$ cat src/rtl/mem_arbiter_pkg.sv
// Shared definitions for the memory arbiter: work_type encodings, IO window base, FSM codes.
// Latency: none (types, constants and a pure load-extension function).
// Backpressure: none.
package mem_arbiter_pkg;

  localparam logic [1:0]  WT_BYTE         = 2'b00;
  localparam logic [1:0]  WT_HALF         = 2'b01;
  localparam logic [1:0]  WT_WORD         = 2'b10;
  localparam int          WT_UNSIGNED     = 2;        // bit index of the unsigned flag
  localparam logic [2:0]  IF_TYPE         = 3'b010;   // fetches are always signed words
  localparam logic [31:0] IO_BASE_DEFAULT = 32'h0003_0000;

  typedef enum logic [1:0] {
    ARB_IDLE  = 2'd0,
    ARB_ISSUE = 2'd1,
    ARB_WAIT  = 2'd2
  } arb_state_t;

  typedef enum logic {
    OWN_IF = 1'b0,
    OWN_LS = 1'b1
  } owner_t;

  // Controller returns load data LSB-aligned; widen it to 32 bits per work_type.
  function automatic logic [31:0] load_extend(input logic [2:0] wt, input logic [31:0] raw);
    logic sgn;
    sgn         = 1'b0;
    load_extend = raw;
    case (wt[1:0])
      WT_BYTE: begin
        sgn         = raw[7] & ~wt[WT_UNSIGNED];
        load_extend = {{24{sgn}}, raw[7:0]};
      end
      WT_HALF: begin
        sgn         = raw[15] & ~wt[WT_UNSIGNED];
        load_extend = {{16{sgn}}, raw[15:0]};
      end
      default: load_extend = raw;
    endcase
  endfunction

endpackage

$ cat src/rtl/mem_arbiter.sv
// Arbitrates the instruction-fetch and load/store ports onto the byte-serial memory controller.
// Latency: grant in IDLE (cycle 0), new_task in cycle 1, done pulse one cycle after controller completion.
// Backpressure: requesters hold req until done; IO stores stall while the UART buffer is full; rdy_in low freezes all.
module mem_arbiter
  import mem_arbiter_pkg::*;
#(
  parameter logic [31:0] IO_BASE  = IO_BASE_DEFAULT,
  parameter bit          LS_FIRST = 1'b1
) (
  input  logic        clk_in,
  input  logic        rst_in,
  input  logic        rdy_in,
  input  logic        rob_clear,
  input  logic        io_buffer_full,
  input  logic        if_req,
  input  logic [31:0] if_addr,
  output logic        if_done,
  output logic [31:0] if_rdata,
  input  logic        ls_req,
  input  logic        ls_is_write,
  input  logic [31:0] ls_addr,
  input  logic [31:0] ls_wdata,
  input  logic [2:0]  ls_type,
  output logic        ls_done,
  output logic [31:0] ls_rdata,
  output logic        mc_new_task,
  output logic        mc_is_write,
  output logic [31:0] mc_addr,
  output logic [31:0] mc_wdata,
  output logic [2:0]  mc_type,
  input  logic [31:0] mc_rdata,
  input  logic        mc_ready,
  input  logic        mc_is_working
);

  arb_state_t  state, state_nxt;
  owner_t      owner, owner_nxt;
  logic        prio_ls, prio_ls_nxt;
  logic        new_task_nxt, is_write_nxt;
  logic [31:0] addr_nxt, wdata_nxt;
  logic [2:0]  type_nxt;
  logic        if_done_nxt, ls_done_nxt;
  logic [31:0] if_rdata_nxt, ls_rdata_nxt;
  logic        ls_io_block, if_cand, ls_cand, grant_ls, flush_read;

  // A requester still holds req during its own done cycle, so it is masked then to avoid a re-grant.
  assign ls_io_block = ls_is_write && (ls_addr >= IO_BASE) && io_buffer_full;
  assign if_cand     = if_req && !if_done;
  assign ls_cand     = ls_req && !ls_done && !ls_io_block;
  assign grant_ls    = ls_cand && (!if_cand || prio_ls);
  // Stores are never abandoned once issued; only in-flight reads are dropped by a flush.
  assign flush_read  = rob_clear && !mc_is_write;

  // State register and all registered outputs; rdy_in low holds everything, including done pulses.
  always_ff @(posedge clk_in or negedge rst_in) begin
    if (!rst_in) begin
      state       <= ARB_IDLE;
      owner       <= OWN_IF;
      prio_ls     <= LS_FIRST;
      mc_new_task <= 1'b0;
      mc_is_write <= 1'b0;
      mc_addr     <= 32'h0;
      mc_wdata    <= 32'h0;
      mc_type     <= 3'b000;
      if_done     <= 1'b0;
      if_rdata    <= 32'h0;
      ls_done     <= 1'b0;
      ls_rdata    <= 32'h0;
    end else if (rdy_in) begin
      state       <= state_nxt;
      owner       <= owner_nxt;
      prio_ls     <= prio_ls_nxt;
      mc_new_task <= new_task_nxt;
      mc_is_write <= is_write_nxt;
      mc_addr     <= addr_nxt;
      mc_wdata    <= wdata_nxt;
      mc_type     <= type_nxt;
      if_done     <= if_done_nxt;
      if_rdata    <= if_rdata_nxt;
      ls_done     <= ls_done_nxt;
      ls_rdata    <= ls_rdata_nxt;
    end
  end

  // Next-state and next-output logic: grant in IDLE, one-cycle issue, completion detect in WAIT.
  always_comb begin
    state_nxt    = state;
    owner_nxt    = owner;
    prio_ls_nxt  = prio_ls;
    new_task_nxt = 1'b0;
    is_write_nxt = mc_is_write;
    addr_nxt     = mc_addr;
    wdata_nxt    = mc_wdata;
    type_nxt     = mc_type;
    if_done_nxt  = 1'b0;
    ls_done_nxt  = 1'b0;
    if_rdata_nxt = if_rdata;
    ls_rdata_nxt = ls_rdata;
    case (state)
      ARB_IDLE: begin
        if (!rob_clear && (if_cand || ls_cand)) begin
          state_nxt    = ARB_ISSUE;
          new_task_nxt = 1'b1;
          if (if_cand && ls_cand) prio_ls_nxt = !prio_ls;
          if (grant_ls) begin
            owner_nxt    = OWN_LS;
            is_write_nxt = ls_is_write;
            addr_nxt     = ls_addr;
            wdata_nxt    = ls_wdata;
            type_nxt     = ls_type;
          end else begin
            owner_nxt    = OWN_IF;
            is_write_nxt = 1'b0;
            addr_nxt     = if_addr;
            wdata_nxt    = 32'h0;
            type_nxt     = IF_TYPE;
          end
        end
      end
      // The controller has not yet seen new_task here, so its status lines are meaningless.
      ARB_ISSUE: begin
        state_nxt = flush_read ? ARB_IDLE : ARB_WAIT;
      end
      ARB_WAIT: begin
        if (flush_read) begin
          state_nxt = ARB_IDLE;
        end else if (!mc_is_write && mc_ready) begin
          state_nxt = ARB_IDLE;
          if (owner == OWN_LS) begin
            ls_done_nxt  = 1'b1;
            ls_rdata_nxt = load_extend(mc_type, mc_rdata);
          end else begin
            if_done_nxt  = 1'b1;
            if_rdata_nxt = mc_rdata;
          end
        end else if (mc_is_write && !mc_is_working) begin
          state_nxt   = ARB_IDLE;
          ls_done_nxt = 1'b1;
        end
      end
      default: state_nxt = ARB_IDLE;
    endcase
  end

endmodule

$ cat config.mk
export PLATFORM = sky130hd
export DESIGN_NAME = mem_arbiter
export DESIGN_NICKNAME = d
export VERILOG_FILES = /design/src/rtl/mem_arbiter_pkg.sv /design/src/rtl/mem_arbiter.sv
export SDC_FILE = /design/constraint.sdc
export NUM_CORES = 1
export LEC_CHECK = 0
export CAP_MARGIN = 20
export CELL_PAD_IN_SITES_DETAIL_PLACEMENT = 1
export CELL_PAD_IN_SITES_GLOBAL_PLACEMENT = 2
export CORE_ASPECT_RATIO = 0.75
export CORE_MARGIN = 4
export CORE_UTILIZATION = 25
export CTS_CLUSTER_SIZE = 30
export DETAILED_ROUTE_END_ITERATION = 16
export MAX_ROUTING_LAYER = met4
export PLACE_DENSITY_LB_ADDON = 0.05
export SETUP_SLACK_MARGIN = 0.2
export SLEW_MARGIN = 30
export SYNTH_ARGS = -nofsm -noshare
export SYNTH_HDL_FRONTEND = slang
export SYNTH_SLANG_ARGS = --single-unit
$ cat constraint.sdc
create_clock -name clk_in -period 2.5 [get_ports clk_in]
set_input_delay 0.25 -clock clk_in [delete_from_list [all_inputs] [get_ports clk_in]]
set_output_delay 0.25 -clock clk_in [all_outputs]
set_load 0.01 [all_outputs]
==> results.py, run 1 <==
metrics = {
    "synthesis": {
        "syn_area_sq_mm": 0.005962,
        "syn-num-nets": 649,
        "ys_ff_latch": 139,
        "avgSynthCellArea_sq_um": 11.74,
        "synthAdderAreaFrac": 0,
        "synth.top_cells.by_count": "dfrtp_1, o21ai_0, a31oi_1, mux2_2, a22o_1",
        "yosysSeqAreaShare": 0.5836,
        "synth_largest_area_cell": "dfrtp_1",
        "synth-xor-area-share": 0.001469,
        "synth_top_area_frac": 0.5792,
        "synthArstFlopShare": 1.000,
        "synthSimpleGateAreaFrac": 0.08604,
        "synth.distinct_cells": 42,
        "synth_top_family_by_area": "compound AO/OA/AOI/OAI gates",
        "synth_compound_area_frac": 0.2036,
        "yosys_warnings": 0,
        "synthFlopType": "dfrtp_1",
        "synthMuxAreaShare": 0.07723,
        "synth_area_leaders": "dfrtp_1, mux2_2, a22o_1",
        "synth_edf_count": 0,
        "syn_inst": 508,
        "synth_most_common_cell": "dfrtp_1",
    },
    "timing": {
        "fin_worst_skew_ns": 0.01544,
        "worstMarginPinSlew_ns": 0.5808,
        "rsz0062_at_grt": "no",
        "fmax_mhz": 442.6,
        "slew_violations": 0,
        "post-route-period-util": 0.9038,
        "setup_viol": 0,
        "relSlewSlack": 0.6119,
        "fin_hold_ws_ns": 0.3482,
        "hold_violations": 0,
        "layout_min_cycle_time_ns": 2.259,
    },
    "hold_path": {
        "worstHoldPathType": "in2async",
    },
    "cells_and_area": {
        "final_area_sq_mm": 0.009824,
        "syn2layout_area_growth_pct": 64.78,
        "final_nets": 925,
        "drive_above_1_share": 0.1472,
    },
    "global_routing": {
        "antenna_found_initial": 0,
        "grt.met1_usage": 0.2357,
        "top_usage_layer": "met2",
        "use_met2": 0.2762,
        "grt_usage": 0.1789,
        "grt_pass1_wl_um": 36180,
        "use_met3": 0.04968,
        "grt_max_degree": 50,
        "globalRouteOverflowTotal": 0,
        "first_global_vias": 6043,
    },
    "worst_setup_path": {
        "worstPathArrival_ns": 2.55,
        "critPathBufInv": 3,
        "cp_max_fo": 21,
        "crit_slowest_cell": "or4_4",
        "cp_top_family": "buffers and inverters",
        "path_class": "in2reg",
        "end_kind": "flip-flop",
        "cp-start-kind": "input port",
        "crit_required_ns": 2.79,
        "cp_cell_sequence": "clkdlybuf4s50_1 > or4_4 > o41ai_4 > buf_6 > a21oi_4 > buf_16 > a22o_1",
        "cp_slowest_stage_delay_ns": 0.60,
    },
    "cts": {
        "path_clk_slew_ns": 0.06,
        "clockBufferDepth": 2,
        "clock-root-buffer": "clkbuf_16",
        "clock_latency_ns": 0.41,
        "numCtsBuffers": 17,
        "cts_max_level": 4,
        "clock_sinks": 139,
        "cts_tree": "done",
    },
    "placement": {
        "place_area_sq_mm": 0.009153,
        "io_buffers": 275,
        "gp_congestion": 0.7745,
        "dp_hpwl_um": 16670,
    },
    "floorplan": {
        "num_rows": 48,
        "die_h_um": 141.7,
        "core_area_sq_mm": 0.02324,
        "die_area_sq_mm": 0.02641,
        "fp.dieW_um": 186.3,
        "start_util": 0.2565,
        "ios": 276,
    },
    "drt": {
        "via_per_inst": 4.925,
        "drtIter0Drc": 230,
        "wl_per_cell_um": 21.16,
        "drc": 0,
        "drtPass1Iterations": 4,
        "ant_nets": 0,
        "num_vias": 5398,
        "wl_um": 23190,
    },
    "outcome": {
        "run_status": "complete, no violations",
    },
    "power": {
        "powerDensity_mw_per_mm2": 1026,
        "p_leak_nw": 4.081,
        "peakVddDrop_v": 0.0004093,
        "total_power_mw": 10.08,
    },
    "run": {
        "drv_cap": 0,
    },
}
-- flip-flops by register name, summed over array words and instances (netlist names) --
name / count
if_rdata: 32
ls_rdata: 32
mc_addr: 32
mc_wdata: 32
mc_type: 3
state: 2
if_done: 1
ls_done: 1
mc_is_write: 1
mc_new_task: 1
owner: 1
prio_ls: 1
-- logic make-up (layout without fill, tap and decap cells) --
| group | after synthesis | in the layout |
|---|---|---|
| AOI/OAI and AO/OA | 178 | 178 |
| other | 0 | 1 |
| buffers and inverters | 56 | 343 |
| xor gates and xnor gates | 1 | 1 |
| and+or+nand+nor | 93 | 93 |
| DFF | 139 | 139 |
| muxes | 41 | 41 |
-- worst reg2reg max path: stages (launching register included) --
cell	delay [ns]
dfrtp_1	0.42
or4b_1	0.64
nor2b_2	0.14
buf_4	0.22
a21oi_4	0.19
buf_16	0.22
a22o_1	0.24
-- per-layer routing --
layer / part of all wire / vias to the layer above
li1: - / 2480
met2: 0.47 / 199
met4: 0.016 / 0
met5: 0 / -
met3: 0.070 / 21
met1: 0.45 / 2698
-- placed cells by master, fill, tap and decap left out, types with 4 or more instances in the layout --
master / netlist / final
a21o_1: 4 / 4
a21oi_1: 17 / 17
nand2_1: 17 / 17
clkdlybuf4s50_1: 0 / 274
buf_12: 0 / 5
clkbuf_16: 0 / 17
nor2_1: 25 / 25
mux2_2: 40 / 40
a211oi_1: 32 / 32
o21ai_0: 41 / 41
a31oi_1: 40 / 40
bufinv_16: 0 / 4
a22o_1: 35 / 35
nand4_1: 33 / 33
buf_4: 3 / 27
dfrtp_1: 138 / 138
-- metrics by stage --
stage               utilization  setup TNS (ns)  setup slack (ns)  cells
global route             0.4226               0            0.2140   1095
detailed placement       0.3938          -8.004           -0.1735   1062
global placement         0.3938          -3.770          -0.09115   1062
finish                   0.4227               0            0.2406   1096
CTS                      0.4208               0            0.2859   1093
floorplan                     -               0            0.5029    508
-- power by group --
group / internal [mW] / leakage, nW / switching, mW / total [mW]
clock network: 1.67 / 0.292 / 1.02 / 2.69
registers: 3.08 / 1.78 / 0.523 / 3.61
logic: 2.21 / 2.01 / 1.57 / 3.78
-- cell type report --
cell class	count	area [sq um]
antenna	1	2.502
clock buffer	17	425.4
clock inverter	13	191.4
fill	2508	13420
inverter	3	11.26
multi-input combinational	313	2233
sequential	139	3480
tap	300	375.4
timing repair buffer	310	3105
-- final timing paths --
path	start	to	slack [ns]	cells past startpoint
max in group asynchronous	rst_in	mc_wdata[3]$_DFFE_PN0P_	1.32	3
setup / recovery	ls_addr[31]	mc_wdata[6]$_DFFE_PN0P_	0.24	7
hold reg to reg	prio_ls$_DFFE_PN1P_	prio_ls$_DFFE_PN1P_	0.50	1
setup reg to reg	state[1]$_DFFE_PN0P_	mc_wdata[6]$_DFFE_PN0P_	0.32	6
hold / removal	rst_in	mc_wdata[21]$_DFFE_PN0P_	0.35	2
min in group clk_in	mc_rdata[30]	ls_rdata[30]$_DFFE_PN0P_	0.41	3
-- repair_timing --
item	CTS	global route
resized for setup	0	2
endpoints found under the hold margin	46	0
hold buffers	1	0
setup endpoints to repair	0	20
setup buffers	0	1
Power figures use the tool's default switching activity.
==> inputs of run 2 (changes only) <==
- CAP_MARGIN: 20 -> default
- CTS_CLUSTER_SIZE: 30 -> default
==> results of run 2 <==
The final DEF is identical to that of run 1; final timing and power are the same.
==> inputs of run 3 (changes only) <==
- ABC_AREA: default -> 1
- CORE_UTILIZATION: 25 -> 23
==> run 3 against run 2 <==
  * Non-clock buffer count is 20 lower
  * Power is 18% lower
  * Maximum frequency up 21%
  * Critical path type is now reg2out
  * Flip-flop and latch count did not move
==> results.py, run 3 <==
metrics = {
    "timing": {
        "fmax_mhz": 533.5,
        "slew_violations": 0,
        "rsz0062_at_grt": "no",
        "setup_viol": 0,
        "worstMarginPinSlew_ns": 0.5804,
        "tns_ns": 0,
        "layout_min_cycle_time_ns": 1.874,
        "fin_worst_skew_ns": 0.008321,
        "relSlewSlack": 0.6131,
        "post-route-period-util": 0.7498,
        "hold_violations": 0,
    },
    "placement": {
        "io_buffers": 275,
        "dp_hpwl_um": 16830,
        "gp_congestion": 0.7747,
    },
    "global_routing": {
        "first_global_vias": 6078,
        "globalRouteOverflowTotal": 0,
        "antenna_found_initial": 3,
        "grt_max_degree": 55,
        "grt_pass1_wl_um": 35610,
        "grt_usage": 0.1633,
    },
    "run": {
        "drv_cap": 0,
    },
    "cts": {
        "clock_sinks": 139,
        "numCtsBuffers": 17,
        "clockBufferDepth": 2,
        "clock_latency_ns": 0.43,
        "path_clk_slew_ns": 0.06,
        "clock-root-buffer": "clkbuf_16",
        "cts_tree": "done",
        "cts_setup_buffers": 0,
        "cts_max_level": 4,
    },
    "drt": {
        "num_vias": 5555,
        "wl_um": 22730,
        "wl_per_cell_um": 17.27,
        "drc": 0,
        "via_per_inst": 4.221,
        "drtIter0Drc": 151,
        "drtPass1Iterations": 4,
        "ant_nets": 0,
    },
    "synthesis": {
        "yosys_warnings": 0,
        "ys_ff_latch": 139,
        "avgSynthCellArea_sq_um": 8.711,
        "synthArstFlopShare": 1.000,
        "synth_top_area_frac": 0.5745,
        "syn_inst": 690,
        "synth.top_cells.by_count": "nand2_1, dfrtp_1, nor2_1",
        "syn_area_sq_mm": 0.006011,
        "syn-num-nets": 831,
        "synth.distinct_cells": 25,
        "synth_area_leaders": "dfrtp_1, nand2_1, mux2_2",
        "yosysSeqAreaShare": 0.5789,
        "synth_edf_count": 0,
        "synth_most_common_cell": "nand2_1",
        "synthFlopType": "dfrtp_1",
        "synth_largest_area_cell": "dfrtp_1",
    },
    "worst_setup_path": {
        "cp_slowest_stage_delay_ns": 0.63,
        "crit_slowest_cell": "clkdlybuf4s50_1",
        "cp_top_family": "buffers and inverters",
        "worstPathArrival_ns": 1.62,
        "cp-start-kind": "flip-flop",
        "critPathBufInv": 1,
        "path_class": "reg2out",
        "rrSetupSlack_ns": 0.66,
        "crit_required_ns": 2.25,
        "end_kind": "output pin",
        "cp_max_fo": 12,
        "cp_cell_sequence": "clkdlybuf4s50_1",
    },
    "outcome": {
        "run_status": "complete, no violations",
    },
    "power": {
        "peakVddDrop_v": 0.0004856,
        "powerDensity_mw_per_mm2": 851.9,
        "total_power_mw": 8.286,
        "p_leak_nw": 4.487,
    },
    "floorplan": {
        "fp.dieW_um": 194.7,
        "die_h_um": 148,
        "core_area_sq_mm": 0.02534,
        "num_rows": 50,
        "die_area_sq_mm": 0.02881,
        "start_util": 0.2372,
        "ios": 276,
    },
    "cells_and_area": {
        "fin_util": 0.3839,
        "syn2layout_area_growth_pct": 61.80,
        "final_common_cell": "nand2_1",
        "drive_above_1_share": 0.08513,
        "final_nets": 1103,
        "final_cell_mix": "nand2_1, clkdlybuf4s50_1, dfrtp_1, nor2_1, o21ai_0",
    },
    "hold_path": {
        "worstHoldPathType": "in2async",
    },
}
-- run 3: cell types whose count changed after synthesis, sizes merged, moves of 17 or more --
cell,previous run,this run
nand2,17,324
a22o,35,0
a211oi,32,0
a31oi,40,8
nand4,33,2
inv,3,25
clkbuf,32,15
o21ai,42,63
-- run 3: final cells by class --
class / instances / area [sq um]
diodes: 3 / 7.507
clock buffers: 21 / 470.5
clock inverters: 11 / 118.9
fillers: 2906 / 15610
inverters: 26 / 98.84
multi-input cells: 488 / 2208
flip-flops and latches: 139 / 3480
well taps: 338 / 422.9
repair buffers: 290 / 2919
-- run 3: where the power goes --
part           switching (mW)  leakage [nW]  internal (mW)  total (mW)
Sequential              0.337          1.85           2.79        3.13
Clock                    1.01         0.293           1.54        2.55
Combinational            1.17          2.35           1.43        2.61
-- run 3: kinds of logic (layout without fill, tap and decap cells) --
group	after synthesis	count (layout)	synth area share
flip-flops	139	139	0.5789
buffers and inverters	63	348	0.05495
other	0	3	0
multiplexers	24	24	0.04496
AO/OA/AOI/OAI	90	90	0.07723
AND/OR/NAND/NOR	374	374	0.2440
-- run 3: worst paths after layout --
| check | from | endpoint | cells after the start |
|---|---|---|---|
| min in group clk_in | ls_wdata[14] | mc_wdata[14]$_DFFE_PN0P_ | 3 |
| worst max register to register | mc_is_write$_DFFE_PN0P_ | ls_rdata[8]$_DFFE_PN0P_ | 8 |
| max in group asynchronous | rst_in | mc_wdata[17]$_DFFE_PN0P_ | 3 |
| worst min register to register | prio_ls$_DFFE_PN1P_ | prio_ls$_DFFE_PN1P_ | 2 |
| worst min-delay path | rst_in | mc_addr[8]$_DFFE_PN0P_ | 2 |
| worst max-delay path | mc_type[0]$_DFFE_PN0P_ | mc_type[0] | 1 |
-- run 3: stage by stage --
stage | cells | setup WS (ns) | area, sq um | hold WS [ns]
after CTS | 1313 | 0.5624 | 9718 | 0.3582
after global placement | 1280 | 0.3103 | 9119 | 0.2470
final | 1316 | 0.6256 | 9726 | 0.3438
after detailed placement | 1280 | 0.2368 | 9119 | 0.2606
after floorplan | 690 | 1.011 | 6011 | -0.04559
after global routing | 1316 | 0.4599 | 9726 | 0.3825
-- run 3: what timing repair did --
item | 4_1_cts | 5_1_grt
endpoints found under the hold margin | 50 | 0
setup endpoints to repair | 0 | 0
gates resized for setup | 0 | 0
hold buffers | 1 | 0
-- run 3: metal layers --
| metal | routed length, um | up-vias | track usage |
|---|---|---|---|
| met5 | 0 | - | - |
| met3 | 1650 | 23 | 0.06129 |
| li1 | - | 2727 | - |
| met1 | 10160 | 2649 | 0.2012 |
| met2 | 10520 | 156 | 0.2503 |
| met4 | 399 | 0 | 0.05095 |
